### src/rtl/mod_cache_arbiter_pkg.sv
// Shared types and constants for the L1 cache arbiter and its block serdes.
package arb_pkg;

    localparam int unsigned BEATS       = 8;
    localparam int unsigned BEAT_W      = 3;
    localparam int unsigned TAG_DIR_BIT = 12;

    localparam logic TAG_READ  = 1'b1;
    localparam logic TAG_WRITE = 1'b0;

    typedef enum logic [2:0] {
        IDLE,
        ADDR,
        WDATA,
        RDATA,
        RESP
    } arb_state_e;

    typedef enum logic {
        CLIENT_I,
        CLIENT_D
    } client_e;

endpackage

### src/rtl/mod_cache_arbiter_serdes.sv
// Block register with beat counter: parallel load / beat shift-out for writes,
// beat shift-in / parallel read for reads.
module mod_block_serdes
    import arb_pkg::*;
#(
    parameter int unsigned BUSWIDTH  = 64,
    parameter int unsigned BLOCKBITS = 512
) (
    input  logic                 clk,
    input  logic                 reset,
    input  logic                 load,
    input  logic [BLOCKBITS-1:0] load_data,
    input  logic                 step_out,
    input  logic                 step_in,
    input  logic [BUSWIDTH-1:0]  beat_in,
    output logic [BLOCKBITS-1:0] block,
    output logic [BUSWIDTH-1:0]  beat_out,
    output logic                 last_beat
);

    logic [BLOCKBITS-1:0] block_q, block_d;
    logic [BEAT_W-1:0]    beat_q, beat_d;

    // Next block contents and beat index; load always restarts at beat 0.
    always_comb begin
        block_d = block_q;
        beat_d  = beat_q;
        if (load) begin
            block_d = load_data;
            beat_d  = '0;
        end else if (step_in) begin
            block_d[int'(beat_q)*BUSWIDTH +: BUSWIDTH] = beat_in;
            beat_d = beat_q + BEAT_W'(1);
        end else if (step_out) begin
            beat_d = beat_q + BEAT_W'(1);
        end
    end

    // Block and beat registers, cleared by reset so aborted data is dropped.
    always_ff @(posedge clk or negedge reset) begin
        if (!reset) begin
            block_q <= '0;
            beat_q  <= '0;
        end else begin
            block_q <= block_d;
            beat_q  <= beat_d;
        end
    end

    assign block     = block_q;
    assign beat_out  = block_q[int'(beat_q)*BUSWIDTH +: BUSWIDTH];
    assign last_beat = (beat_q == BEAT_W'(BEATS - 1));

endmodule

### src/rtl/mod_cache_arbiter.sv
// Round-robin arbiter between L1 I-cache and D-cache for a single 64-bit
// system bus. Serializes block writes into 8 beats, deserializes 8 read beats.
// Optional macro ARB_PERF_CNT_EN adds saturating grant/conflict counters.
module mod_cache_arbiter
    import arb_pkg::*;
#(
    parameter int unsigned BUSWIDTH  = 64,
    parameter int unsigned BLOCKBITS = 512,
    parameter int unsigned TAGWIDTH  = 13
) (
    input  logic                 clk,
    input  logic                 reset,
    input  logic                 i_reqcyc,
    output logic                 i_reqack,
    input  logic [63:0]          i_req,
    input  logic [TAGWIDTH-1:0]  i_reqtag,
    output logic                 i_respcyc,
    input  logic                 i_respack,
    output logic [BLOCKBITS-1:0] i_resp,
    output logic [TAGWIDTH-1:0]  i_resptag,
    input  logic                 d_reqcyc,
    output logic                 d_reqack,
    input  logic [63:0]          d_req,
    input  logic [TAGWIDTH-1:0]  d_reqtag,
    input  logic [BLOCKBITS-1:0] d_reqdata,
    output logic                 d_respcyc,
    input  logic                 d_respack,
    output logic [BLOCKBITS-1:0] d_resp,
    output logic [TAGWIDTH-1:0]  d_resptag,
    output logic                 bus_reqcyc,
    input  logic                 bus_reqack,
    output logic [BUSWIDTH-1:0]  bus_req,
    output logic [TAGWIDTH-1:0]  bus_reqtag,
    input  logic                 bus_respcyc,
    output logic                 bus_respack,
    input  logic [BUSWIDTH-1:0]  bus_resp,
    input  logic [TAGWIDTH-1:0]  bus_resptag
`ifdef ARB_PERF_CNT_EN
    ,
    output logic [31:0]          perf_i_grants,
    output logic [31:0]          perf_d_grants,
    output logic [31:0]          perf_conflict_cycles
`endif
);

    arb_state_e           state_q, state_d;
    client_e              grant_q, grant_d;
    client_e              last_grant_q, last_grant_d;
    client_e              pick;
    logic [63:0]          addr_q, addr_d;
    logic [TAGWIDTH-1:0]  tag_q, tag_d;
    logic                 i_ack_q, i_ack_d;
    logic                 d_ack_q, d_ack_d;

    logic                 ser_load;
    logic [BLOCKBITS-1:0] ser_load_data;
    logic                 ser_step_out;
    logic                 ser_step_in;
    logic [BLOCKBITS-1:0] ser_block;
    logic [BUSWIDTH-1:0]  ser_beat_out;
    logic                 ser_last;

    mod_block_serdes #(
        .BUSWIDTH  (BUSWIDTH),
        .BLOCKBITS (BLOCKBITS)
    ) u_serdes (
        .clk       (clk),
        .reset     (reset),
        .load      (ser_load),
        .load_data (ser_load_data),
        .step_out  (ser_step_out),
        .step_in   (ser_step_in),
        .beat_in   (bus_resp),
        .block     (ser_block),
        .beat_out  (ser_beat_out),
        .last_beat (ser_last)
    );

    // Next-state, grant selection and all bus/response outputs.
    always_comb begin
        state_d       = state_q;
        grant_d       = grant_q;
        last_grant_d  = last_grant_q;
        addr_d        = addr_q;
        tag_d         = tag_q;
        i_ack_d       = 1'b0;
        d_ack_d       = 1'b0;
        pick          = CLIENT_I;
        ser_load      = 1'b0;
        ser_load_data = '0;
        ser_step_out  = 1'b0;
        ser_step_in   = 1'b0;
        bus_reqcyc    = 1'b0;
        bus_req       = '0;
        bus_reqtag    = '0;
        bus_respack   = 1'b0;
        i_respcyc     = 1'b0;
        i_resp        = '0;
        i_resptag     = '0;
        d_respcyc     = 1'b0;
        d_resp        = '0;
        d_resptag     = '0;

        case (state_q)
            IDLE: begin
                if (i_reqcyc || d_reqcyc) begin
                    if (i_reqcyc && d_reqcyc)
                        pick = (last_grant_q == CLIENT_I) ? CLIENT_D : CLIENT_I;
                    else
                        pick = d_reqcyc ? CLIENT_D : CLIENT_I;
                    grant_d  = pick;
                    state_d  = ADDR;
                    ser_load = 1'b1;
                    if (pick == CLIENT_D) begin
                        addr_d        = d_req;
                        tag_d         = d_reqtag;
                        ser_load_data = d_reqdata;
                        d_ack_d       = 1'b1;
                    end else begin
                        addr_d  = i_req;
                        tag_d   = i_reqtag;
                        i_ack_d = 1'b1;
                    end
                end
            end
            ADDR: begin
                bus_reqcyc = 1'b1;
                bus_req    = BUSWIDTH'(addr_q & ~64'h3F);
                bus_reqtag = tag_q;
                if (bus_reqack)
                    state_d = (tag_q[TAG_DIR_BIT] == TAG_READ) ? RDATA : WDATA;
            end
            WDATA: begin
                bus_reqcyc = 1'b1;
                bus_req    = ser_beat_out;
                bus_reqtag = tag_q;
                if (bus_reqack) begin
                    ser_step_out = 1'b1;
                    if (ser_last)
                        state_d = RESP;
                end
            end
            RDATA: begin
                bus_respack = bus_respcyc;
                // Beats carrying a foreign tag are acknowledged but not stored.
                if (bus_respcyc && (bus_resptag == tag_q)) begin
                    ser_step_in = 1'b1;
                    if (ser_last)
                        state_d = RESP;
                end
            end
            RESP: begin
                if (grant_q == CLIENT_I) begin
                    i_respcyc = 1'b1;
                    i_resp    = ser_block;
                    i_resptag = tag_q;
                    if (i_respack) begin
                        last_grant_d = grant_q;
                        state_d      = IDLE;
                    end
                end else begin
                    d_respcyc = 1'b1;
                    d_resp    = ser_block;
                    d_resptag = tag_q;
                    if (d_respack) begin
                        last_grant_d = grant_q;
                        state_d      = IDLE;
                    end
                end
            end
            default: state_d = IDLE;
        endcase
    end

    // Control registers; reset aborts any transfer in flight.
    always_ff @(posedge clk or negedge reset) begin
        if (!reset) begin
            state_q      <= IDLE;
            grant_q      <= CLIENT_I;
            last_grant_q <= CLIENT_I;
            addr_q       <= '0;
            tag_q        <= '0;
            i_ack_q      <= 1'b0;
            d_ack_q      <= 1'b0;
        end else begin
            state_q      <= state_d;
            grant_q      <= grant_d;
            last_grant_q <= last_grant_d;
            addr_q       <= addr_d;
            tag_q        <= tag_d;
            i_ack_q      <= i_ack_d;
            d_ack_q      <= d_ack_d;
        end
    end

    assign i_reqack = i_ack_q;
    assign d_reqack = d_ack_q;

`ifdef ARB_PERF_CNT_EN
    logic [31:0] perf_i_q, perf_i_d;
    logic [31:0] perf_d_q, perf_d_d;
    logic [31:0] perf_c_q, perf_c_d;

    // Saturating event counters for grants and contention cycles.
    always_comb begin
        perf_i_d = perf_i_q;
        perf_d_d = perf_d_q;
        perf_c_d = perf_c_q;
        if (i_ack_d && (perf_i_q != '1))
            perf_i_d = perf_i_q + 32'd1;
        if (d_ack_d && (perf_d_q != '1))
            perf_d_d = perf_d_q + 32'd1;
        if (i_reqcyc && d_reqcyc && (perf_c_q != '1))
            perf_c_d = perf_c_q + 32'd1;
    end

    // Counter registers.
    always_ff @(posedge clk or negedge reset) begin
        if (!reset) begin
            perf_i_q <= '0;
            perf_d_q <= '0;
            perf_c_q <= '0;
        end else begin
            perf_i_q <= perf_i_d;
            perf_d_q <= perf_d_d;
            perf_c_q <= perf_c_d;
        end
    end

    assign perf_i_grants        = perf_i_q;
    assign perf_d_grants        = perf_d_q;
    assign perf_conflict_cycles = perf_c_q;
`endif

endmodule

### config.mk
export PLATFORM = sky130hd
export DESIGN_NAME = mod_cache_arbiter
export DESIGN_NICKNAME = d
export VERILOG_FILES = /design/src/rtl/mod_cache_arbiter_pkg.sv /design/src/rtl/mod_cache_arbiter_serdes.sv /design/src/rtl/mod_cache_arbiter.sv
export SDC_FILE = /design/constraint.sdc
export NUM_CORES = 2
export LEC_CHECK = 0
export ABC_AREA = 1
export CAP_MARGIN = 20
export CORE_AREA = 2 2 733 735
export DETAILED_ROUTE_END_ITERATION = 8
export DIE_AREA = 0 0 735 737
export HOLD_SLACK_MARGIN = 0.05
export RECOVER_POWER = 25
export SLEW_MARGIN = 20
export SYNTH_ARGS = -nofsm -noshare
export SYNTH_HDL_FRONTEND = slang
export SYNTH_SLANG_ARGS = --single-unit
### constraint.sdc
create_clock -name clk -period 3.2 [get_ports clk]
set_input_delay 0.64 -clock clk [delete_from_list [all_inputs] [get_ports clk]]
set_output_delay 0.64 -clock clk [all_outputs]
set_load 0.01 [all_outputs]
# Word-level counts from Yosys, hierarchy flattened
# Index checks and enable logic that the tools add are counted.
# op_classes
addsub	2
eq_ne	13
shift	3
muxes	57
n_reduce_logical	11
# ops
operator	count
two-way mux 512 bit	9
bitwise mux 512 bit	1
variable shift 64 x 34 -> 512 bit, first input constant	1
indexed part select 512 x 10 -> 64 bit	1
indexed part select 64 x 34 -> 512 bit	1
one-hot mux 64 bit (2 select lines)	1
two-way mux 13 bit	6
two-way mux 64 bit	1
negator 9 -> 34 bit	1
two-way mux 3 bit	11
two-way mux 1 bit	27
one-hot mux 3 bit (5 select lines)	1
equality test 13 bit	1
inequality test 2 bit, second input constant	5
equality test 3 x 2 -> 1 bit, second input constant	2
equality test 3 bit, second input constant	2
inequality test 3 bit, second input constant	2
AND reduction 6 bit	1
nonzero test 2 bit	2
adder 3 x 1 -> 3 bit, second input constant	1
equality test 3 x 1 -> 1 bit, second input constant	1
logical NOT 3 bit	1
AND reduction 3 bit	1
nonzero test 3 bit	1
other kinds (4)	5
# totals
regBits	599
input_bits	751
output_inout_bits	1133
elab_cells	95

# Logic depth before layout (Yosys ltp)
# logic_depth
ltp_word	8
ltp_mapped	15
mapped_depth_nobuf	11

# Cells and area by module
# From an unflattened synthesis, not the netlist that was laid out.
# unflattened
cells_unflattened	8383
area_unflattened_um2	47576.9
# by_module_without_submodules
module	n_inst	cells_each	area_each_um2
mod_block_serdes	1	4910	32043.2
mod_cache_arbiter	1	3473	15533.6

# Worst setup path after synthesis
# Ideal clock, no wire load.
# synth_timing
path_kind	register to register
from	register u_serdes.beat_q[0]
to	register u_serdes.block_q[14], in the netlist u_serdes.block[14]
setup_ns	0.066
t_arrival_ns	2.719
required_ns	3.134
setup_slack_ns	0.416
path_stages_with_launch	15
n_path_buf	4
path_cell_list	dfrtp_1 > inv_2 > buf_2 > buf_2 > clkbuf_1 > ha_1 > ha_1 > inv_2 > nand3_1 > nor2_2 > nand3_1 > clkbuf_1 > o21ai_0 > nand3_1 > nand2_1
# synth_between
elab_chain_len	5
word_cells_on_any_way	6
cone_classes	add/sub: 1; shift: 2; mux: 3
# synth_rtl
item	line	source
from (decl)	mod_cache_arbiter_serdes.sv:22	logic [BEAT_W-1:0] beat_q, beat_d;
from (signal assigned)	mod_cache_arbiter_serdes.sv:46	beat_q <= beat_d;
negator 9 -> 34 bit (*)	mod_cache_arbiter_serdes.sv:32	block_d[int'(beat_q)*BUSWIDTH +: BUSWIDTH] = beat_in;
indexed part select 64 x 34 -> 512 bit or variable shift 64 x 34 -> 512 bit (tied branches)	mod_cache_arbiter_serdes.sv:32	
bitwise mux 512 bit (*)	mod_cache_arbiter_serdes.sv:32	
two-way mux 512 bit (*)	mod_cache_arbiter_serdes.sv:31	end else if (step_in) begin
two-way mux 512 bit (*)	mod_cache_arbiter_serdes.sv:28	if (load) begin
to (signal assigned)	mod_cache_arbiter_serdes.sv:45	block_q <= block_d;
to (decl)	mod_cache_arbiter_serdes.sv:21	logic [BLOCKBITS-1:0] block_q, block_d;
# Mark *: on every way between the ends. The rest lies on a longest branch, timed or not. The select of a mux whose other input is x is not followed.
# A chain may end at the register's enable or synchronous reset.

# Worst setup path in the final report
# layout_timing
from	register u_serdes.beat_q[0]
to	output bus_req[46]
# layout_between
elab_chain_len	2
# layout_rtl
item	line	source
indexed part select 512 x 10 -> 64 bit	mod_cache_arbiter_serdes.sv:51	assign beat_out = block_q[int'(beat_q)*BUSWIDTH +: BUSWIDTH];
one-hot mux 64 bit (2 select lines)	mod_cache_arbiter.sv:104	case (state_q)
to (decl)	mod_cache_arbiter.sv:32	output logic [BUSWIDTH-1:0] bus_req,
# Every way passes these cells.

==> metrics.cfg <==
[floorplan]
die_area_um2 = 542000
start_util = 0.0837
io_pins = 1884
core_um2 = 534000
die-height_um = 737
dieWidth_um = 735
placementRows = 269

[sta]
max_slew_margin = -0.705
worstMarginPinSlew_ps = 2560
fmax_mhz = 275
slew_viol_final = 45
finClkSkew_ps = 37.2
setup_tns_ps = -247320
rsz0062_at_grt = true
final.min_clock_period_ps = 3630
timing.final.hold_violations = 0
timing.hold.ws_ps = 332
timing.final.crit_share = 1.14
timing.final.ws_setup_ps = -432
final-setup-viol-count = 1259

[cells_and_area]
nNetsFinal = 10200
finish.utilization = 0.173
areaGrowthSynthToFinish_pct = 107
final_cells = 16700
drive_gt1_frac = 0.273
final_common_cell = nand2_1
final_cell_mix = nand2_1, nand3_1, nor2_1

[pwr]
p_total_uw = 69800
power_switching_uw = 39900
p_leak_uw = 0.0400
vdd_drop_max_mv = 0.836
p_clk_frac = 0.180
seq_power_share = 0.166
comb_power_share = 0.654
p_per_area_nw_per_um2 = 753
swShare = 0.572
p_int_uw = 29900

[setup_path]
r2r.worst_path.cells = 12
crit_start = u_serdes.beat_q[0]
critical_path.endpoint = bus_req[46]
crit_required_ps = 2560
worstPathCellList = buf_12, buf_16, buf_16, buf_4, o21ai_2, nand3_1, nand3_1, nand2_2, buf_12
r2r-end = u_serdes.block[286]
cp.arrival_ps = 2990
regToRegSetupSlack_ps = -80
slowest_stage = dfrtp_4
critPathLaunchType = flip-flop
crit_path_end_kind = output pin
critPathMaxStageDelay_ps = 570
reg2reg_from = u_serdes.beat_q[0]
crit_fanout = 18
worst-setup-path-type = reg2out

[routing]
vias_per_cell = 3.89
via_count = 65100
first_pass_iters = 6
antenna_left = 0
postRouteWirelength_mm = 702
drt-initial-drc-count = 6652
drcViolationCount = 0
wl_per_cell_um = 42.0

[place]
hpwl_mm = 601
dp_cells = 16300
io_buffer_count = 1871
gp_congestion = 0.946

[grt]
overflow = 0
grt.total_usage = 0.246
grt_pass1_wl_mm = 834
grt_pass1_vias = 63100
grt_max_degree = 76
antenna_found_initial = 331

[logic_synthesis]
avgSynthCellArea_um2 = 6.09
synthDistinctLibCells = 32
yosysWarnings = 0
synth_seq_cells = 593
synthCells = 7344
syn_nets = 8102
synth_area_um2 = 44700
ys_seq_area_frac = 0.332

[clock_tree]
htree_num_levels = 3
clock_sinks = 593
clock-root-buffer = clkbuf_16
clk_pin_slew_ps = 60
cts_tree = done
cts_made_buffers = 103
clock_path_buffers = 4
clk_latency_ps = 880

[job]
max_cap_viol_count = 1

[run_status]
violations = capacitance limit, slew limit, setup timing
outcome = complete, but fails checks

[worst_hold_path]
hold_class = in2reg

kinds of logic (layout without fill, tap and decap cells):
group,Yosys count,after routing,share of synthesized area
adders and majority gates,7,7,0.00196
and+or+nand+nor,4744,4744,0.461
other,0,134,0
buffers and inverters,1268,3480,0.122
DFF,593,593,0.332
AOI/OAI and AO/OA,732,732,0.0833
layer usage:
| metal | vias to the layer above | track usage | part of all wire |
|---|---|---|---|
| li1 | 27900 | - | - |
| met1 | 32000 | 0.273 | 0.38 |
| met2 | 3994 | 0.404 | 0.46 |
| met3 | 1053 | 0.107 | 0.11 |
| met4 | 122 | 0.119 | 0.060 |
| met5 | - | 0 | 0.0011 |
worst min path at each step:
stage                           from          to  slack (ps)  cells after the start
after floorplan                reset  addr_q[10]         340                      0
after global placement    addr_q[27]  addr_q[27]         480                      2
after detailed placement  addr_q[42]  addr_q[42]         480                      2
after CTS                  d_req[24]  addr_q[24]         240                      3
after global routing       d_req[21]  addr_q[21]         310                      3
final                      i_req[22]  addr_q[22]         330                      3
through the flow:
stage / setup WS, ps / instance area [um2]
2_1_floorplan: 416 / 44700
3_3_place_gp: -536 / 83500
3_5_place_dp: -355 / 83500
4_1_cts: -888 / 89200
5_1_grt: -519 / 92400
6_report: -432 / 92600
cell usage after synthesis (all sizes together):
cell type     n  area (um2)
nand2      1956        7350
nand3      1446        7840
nor2       1205        4590
inv         637        2390
dfrtp       593       14800
o21ai       436        2190
buf         390        2180
a21oi       257        1290
clkbuf      240         901
nor3        123         621
o22ai        30         188
nand4        13         201
ha            7        87.6
a31oi         6        37.5
o31ai         2        15.0
and3          1        6.26
clkinv        1        3.75
o211ai        1        7.51
cell type report:
cell class / count / area (um2)
tap: 7046 / 8820
multi-input combinational: 5483 / 27300
clock inverter: 51 / 653
clock buffer: 135 / 2890
inverter: 638 / 2520
fill: 60600 / 442000
timing repair inverter: 1 / 20.0
antenna: 134 / 335
sequential: 593 / 14900
timing repair buffer: 2655 / 35200
power by group through the flow:
stage	Combinational (uW)	Clock, uW	Sequential (uW)
floorplan	15900	0	10500
global placement	41200	0	11500
detailed placement	41200	0	11600
CTS	43500	12900	11500
global route	47500	13000	11700
finish	45600	12600	11600
critical path: cells and delay by family (launching register included):
kind | cells | cell delay (ps)
compound gates | 1 | 300
simple gates | 3 | 290
flops | 1 | 570
buf+inv | 5 | 830
registers in the layout (all words and copies together) (netlist names):
register and cells:
last_grant_q 1, d_reqack 1, u_serdes.block 512, grant_q 1
state_q 3, addr_q 58, i_reqack 1, tag_q 13
u_serdes.beat_q 3
repair_timing:
action                                 4_1_cts  5_1_grt
resized for setup                          561      880
setup endpoints to repair                 1127     1195
pin swaps                                   10       33
setup buffers                               36       34
endpoints found under the hold margin       30        0
hold buffers                                 1        0
gates cloned                                23       24
(Power assumes the default switching activity.)
